File: config.mk
export PLATFORM = sky130hd
export DESIGN_NAME = seq_det_ctrl
export DESIGN_NICKNAME = d
export VERILOG_FILES = /design/src/rtl/seq_det_ctrl.sv
export SDC_FILE = /design/constraint.sdc
export NUM_CORES = 1
export LEC_CHECK = 0
export BUFFER_PORTS_ARGS = -buffer_cell sky130_fd_sc_hd__clkbuf_2
export CORE_MARGIN = 2
export CORE_UTILIZATION = 45
export DETAILED_ROUTE_END_ITERATION = 10
export GPL_TIMING_DRIVEN = 0
export PLACE_DENSITY = 0.69
export SKIP_CTS_REPAIR_TIMING = 1
export SYNTH_ARGS = -nofsm -noshare
export SYNTH_HDL_FRONTEND = slang
export SYNTH_SLANG_ARGS = --single-unit
File: constraint.sdc
create_clock -name clk -period 2.3 [get_ports clk]
set_clock_uncertainty 0.2 [all_clocks]
set_input_delay 0.46 -clock clk [delete_from_list [all_inputs] [get_ports clk]]
set_output_delay 0.46 -clock clk [all_outputs]
set_load 0.02 [all_outputs]
File: src/rtl/seq_det_ctrl.sv
// Sequencing controller for a Moore "1011" serial detector: loads a word, shifts it MSB-first, counts hits.
// Optional first-hit position/any-hit outputs are enabled by defining SEQ_DET_CTRL_FIRST_POS_EN.
//
// state | meaning
// IDLE  | waiting for a word, in_ready high
// CLEAR | detector held in clear for one cycle
// SHIFT | W cycles driving det_in from the shift register MSB
// DRAIN | det_in low, last hit sample taken
// DONE  | one-cycle done pulse, hit_count final
module seq_det_ctrl #(
   parameter int W  = 8,
   parameter int CW = 4
) (
   input  logic          clk,
   input  logic          rst,
   input  logic          in_valid,
   output logic          in_ready,
   input  logic [W-1:0]  in_data,
   output logic          det_clr,
   output logic          det_in,
   input  logic          det_hit,
   output logic          busy,
   output logic          done,
   output logic [CW-1:0] hit_count
`ifdef SEQ_DET_CTRL_FIRST_POS_EN
   ,
   output logic [$clog2(W)-1:0] first_hit_pos,
   output logic                 hit_any
`endif
);

   localparam int IW = $clog2(W);

   typedef enum logic [2:0] {IDLE, CLEAR, SHIFT, DRAIN, DONE} state_t;

   state_t         state;
   logic [W-1:0]   sr;
   logic [IW-1:0]  idx;
   logic           take_sample;

   // The detector output lags det_in by one cycle, so bit i is seen in SHIFT i+1 or DRAIN.
   always_comb begin
      take_sample = det_hit && (((state == SHIFT) && (idx != '0)) || (state == DRAIN));
   end

`ifdef SEQ_DET_CTRL_FIRST_POS_EN
   logic [IW-1:0] credit_pos;
   always_comb begin
      credit_pos = (state == DRAIN) ? IW'(W - 1) : idx - 1'b1;
   end
`endif

   always_ff @(posedge clk) begin
      if (rst) begin
         state     <= IDLE;
         sr        <= '0;
         idx       <= '0;
         in_ready  <= 1'b1;
         busy      <= 1'b0;
         done      <= 1'b0;
         det_clr   <= 1'b0;
         det_in    <= 1'b0;
         hit_count <= '0;
`ifdef SEQ_DET_CTRL_FIRST_POS_EN
         first_hit_pos <= '0;
         hit_any       <= 1'b0;
`endif
      end else begin
         if (take_sample) begin
            if (hit_count != '1) hit_count <= hit_count + 1'b1;
`ifdef SEQ_DET_CTRL_FIRST_POS_EN
            if (!hit_any) begin
               first_hit_pos <= credit_pos;
               hit_any       <= 1'b1;
            end
`endif
         end
         case (state)
            IDLE: begin
               if (in_valid && in_ready) begin
                  sr        <= in_data;
                  idx       <= '0;
                  hit_count <= '0;
`ifdef SEQ_DET_CTRL_FIRST_POS_EN
                  first_hit_pos <= '0;
                  hit_any       <= 1'b0;
`endif
                  in_ready  <= 1'b0;
                  busy      <= 1'b1;
                  det_clr   <= 1'b1;
                  state     <= CLEAR;
               end
            end
            CLEAR: begin
               det_clr <= 1'b0;
               det_in  <= sr[W-1];
               sr      <= {sr[W-2:0], 1'b0};
               state   <= SHIFT;
            end
            SHIFT: begin
               if (idx == IW'(W - 1)) begin
                  det_in <= 1'b0;
                  state  <= DRAIN;
               end else begin
                  det_in <= sr[W-1];
                  sr     <= {sr[W-2:0], 1'b0};
                  idx    <= idx + 1'b1;
               end
            end
            DRAIN: begin
               done  <= 1'b1;
               state <= DONE;
            end
            DONE: begin
               done     <= 1'b0;
               in_ready <= 1'b1;
               busy     <= 1'b0;
               state    <= IDLE;
            end
            default: state <= IDLE;
         endcase
      end
   end

endmodule

==> results.tsv <==
stage	metric	value	unit
run_status	outcome	finished, final reports clean	
setup_path	cell breakdown of the critical path	ha_1, ha_1, nand2b_1, o32ai_4, buf_6, nor2_1, a211oi_2	
timing	worst-margin pin slew	566.7	ps
clock_network	CTS sink count	23	
yosys	Post-Synthesis Cell Area	1142	µm²
clock_network	Worst-path clk slew	130	ps
setup_path	CP required	2340	ps
setup_path	Critical Path AT	2200	ps
place	Post-DP HPWL	1.572	mm
power	PwrDens	672.0	nW/µm²
drt	WL final	2.135	mm
setup_path	CP top delay family	compound AO/OA/AOI/OAI gates	
setup_path	WS Path Type	flop to flop	
timing	Slew Viols, Final	0	
timing	Final Setup Violations	0	
power	Internal	0.6026	mW
timing	Period Utilization, post-route	0.9358	
yosys	Gate Count Post-Synth	115	
clock_network	CTS tree	built	
power	clock power share	0.219	
timing	RSZ-0062 raised after global routing	false	
power	Seq pwr share	0.521	
setup_path	Crit Path Max Fanout	10	
finish	share of layout cells above drive strength 1	0.2662	
clock_network	cts bufs inserted	3	
drt	DRT antenna net count	0	
clock_network	clk root buf	clkbuf_4	
global_route	first-pass GRT wire length	3.643	mm
setup_path	Setup crit start kind	flop	
finish	Area Overhead vs Synth	14.35	%
drt	drt drc	0	
drt	Avg WL per Cell	12.63	µm
clock_network	Bufs on Longest Clock Path	2	
power	Sw Share	0.3135	
floorplan	Die Footprint	2958	µm²
place	port bufs	20	
finish	number of diodes	0	
power	Static Leak	0.5238	nW
power	worst vdd ir	0.3967	mV
yosys	YS warnings	0	
yosys	top post-synthesis cells by count	dfxtp_1 (23), nor2_1 (13), a21oi_1 (9), mux2i_1 (9), a211oi_2 (8)	
setup_path	crit path buf inv count	1	
yosys	Unique masters post-synth	32	
hold_path	min-delay worst type	input pin to flop	
finish	nets	156	
clock_network	worst skew pair latency	320	ps
floorplan	row cnt	18	
power	Net Sw Power	0.2752	mW
place	setup slack after placement	165.8	ps
yosys	Syn Nets	131	
global_route	pin count of the biggest net entering global routing	13	
timing	setup TNS	0	ps
job	Max Cap Viol	0	
setup_path	max incr delay on CP	380	ps
global_route	gr ovfl total	0	
timing	Period minus WS final	2152	ps
global_route	GR Util All Layers	0.1705	
floorplan	core box area	2432	µm²
timing	Fmax	0.4646	GHz
clock_network	CTS HTree Levels	1	
drt	First DRT Iteration DRCs	13	
floorplan	Ports	21	
timing	Hold Violations, Final	0	
setup_path	Critical-path top delay cell	o32ai_4	
setup_path	Setup crit end kind	flop	
yosys	register area share after synthesis	0.4031	
floorplan	Die H	54.39	µm
yosys	synthesized area per cell	9.933	µm²
timing	Final Worst Setup Slack	147.6	ps
yosys	post-synthesis register bit count	23	
timing	Slew HR	0.6222	
setup_path	cell mode on critical path	ha_1	
floorplan	Starting Density	0.4697	
global_route	initial antenna violation count	0	
yosys	top area cells in the synthesized netlist	dfxtp_1 (40%), a211oi_2 (8.8%), mux2i_1 (7.9%)	
power	logic gate share of total power	0.260	
yosys	Post-synth ARST share	0	
floorplan	Die Wd	54.39	µm
drt	via count	913	
yosys	top cell type's share of synthesized area	0.4031	
global_route	vias in the first global route	845	
yosys	largest area contributor in the netlist	dfxtp_1	
drt	via/cell ratio	5.402	
yosys	Synth Flop Type	dfxtp_1	
drt	drt first pass iters	4	
yosys	EDFF count, synth	0	
yosys	most frequent cell after synthesis	dfxtp_1	
place	gpl congestion	0.7767	
-- area by class of cell --
cell class,instances,area (µm²)
Inverter,4,15.01
Fill cell,223,1126
Multi-Input combinational cell,82,628.1
Timing Repair Buffer,20,100.1
Clock buffer,4,26.28
Sequential cell,23,460.4
Tap cell,30,37.54
Buffer,6,38.79
-- flip-flops by register name, summed over array words and instances, names as in the netlist --
| register | flops |
|---|---|
| idx | 3 |
| busy | 1 |
| done | 1 |
| det_clr | 1 |
| state | 3 |
| sr | 8 |
| hit_count | 4 |
| det_in | 1 |
| in_ready | 1 |
-- cells in the final DEF, fill, tap and decap left out --
| cell type | instances |
|---|---|
| dfxtp_1 | 23 |
| and4b_1 | 2 |
| xnor2_1 | 2 |
| clkbuf_2 | 20 |
| clkbuf_4 | 3 |
| nor2_8 | 1 |
| mux2i_1 | 9 |
| a21oi_1 | 9 |
| a211oi_2 | 8 |
| nor4_1 | 1 |
| nor3_1 | 3 |
| clkbuf_1 | 4 |
| a221oi_1 | 1 |
| a31oi_1 | 1 |
| a2111oi_0 | 1 |
| o21ai_0 | 2 |
| nand3b_1 | 3 |
| inv_1 | 4 |
| o32ai_4 | 1 |
| a211oi_1 | 3 |
| a221o_1 | 1 |
| or2_2 | 1 |
| nand3_1 | 3 |
| buf_2 | 1 |
| and3_1 | 2 |
| buf_6 | 2 |
| and3b_1 | 1 |
| nand2_1 | 4 |
| nor2_1 | 13 |
| a211o_1 | 1 |
| nand2b_1 | 2 |
| o21bai_1 | 1 |
| ha_1 | 4 |
| nor2b_1 | 2 |
-- worst paths after layout --
kind / from / cells after the start / endpoint / slack, ps
max: idx[0] / 7 / sr[6] / 150
max reg2reg: idx[0] / 7 / sr[6] / 150
min reg2reg: det_clr / 2 / det_clr / 290
min: in_data[0] / 3 / sr[0] / 180
-- logic make-up (layout without fill, tap and decap cells) --
| logic type | Yosys count | in the layout | share of synthesized area |
|---|---|---|---|
| buf+inv | 10 | 34 | 0.04709 |
| mux | 9 | 9 | 0.07886 |
| flops | 23 | 23 | 0.4031 |
| fa+ha+maj | 4 | 4 | 0.04381 |
| xor+xnor | 2 | 2 | 0.01534 |
| compound gates | 29 | 29 | 0.2235 |
| simple gates | 38 | 38 | 0.1884 |
-- metal layers --
| metal | share of wire | global-route usage |
|---|---|---|
| met5 | 0 | 0 |
| met4 | 0.022 | 0.08750 |
| met3 | 0.037 | 0.02459 |
| met2 | 0.47 | 0.2691 |
| met1 | 0.47 | 0.2248 |
-- through the flow --
step | area, µm² | hold WS (ps) | util | instances | total power, mW
6_report | 1306 | 182.6 | 0.5370 | 169 | 0.8778
3_5_place_dp | 1280 | 268.5 | 0.5262 | 165 | 0.6968
5_1_grt | 1306 | 194.2 | 0.5370 | 169 | 0.9292
3_3_place_gp | 1280 | 256.9 | 0.5262 | 165 | 0.6871
4_1_cts | 1306 | 174.3 | 0.5370 | 169 | 0.8852
2_1_floorplan | 1142 | 245.6 | - | 115 | 0.6457
-- power by group through the flow --
stage | combinational [mW] | clock (mW) | sequential (mW)
global route | 0.256 | 0.211 | 0.462
floorplan | 0.174 | 0 | 0.472
detailed placement | 0.231 | 0 | 0.466
global placement | 0.222 | 0 | 0.465
CTS | 0.232 | 0.196 | 0.457
finish | 0.229 | 0.192 | 0.457
-- worst reg2reg max path, stage by stage (launching register included) --
cell	delay [ps]
dfxtp_1	360
ha_1	210
ha_1	220
nand2b_1	240
o32ai_4	380
buf_6	220
nor2_1	70
a211oi_2	180
Power figures use the tool's default switching activity.
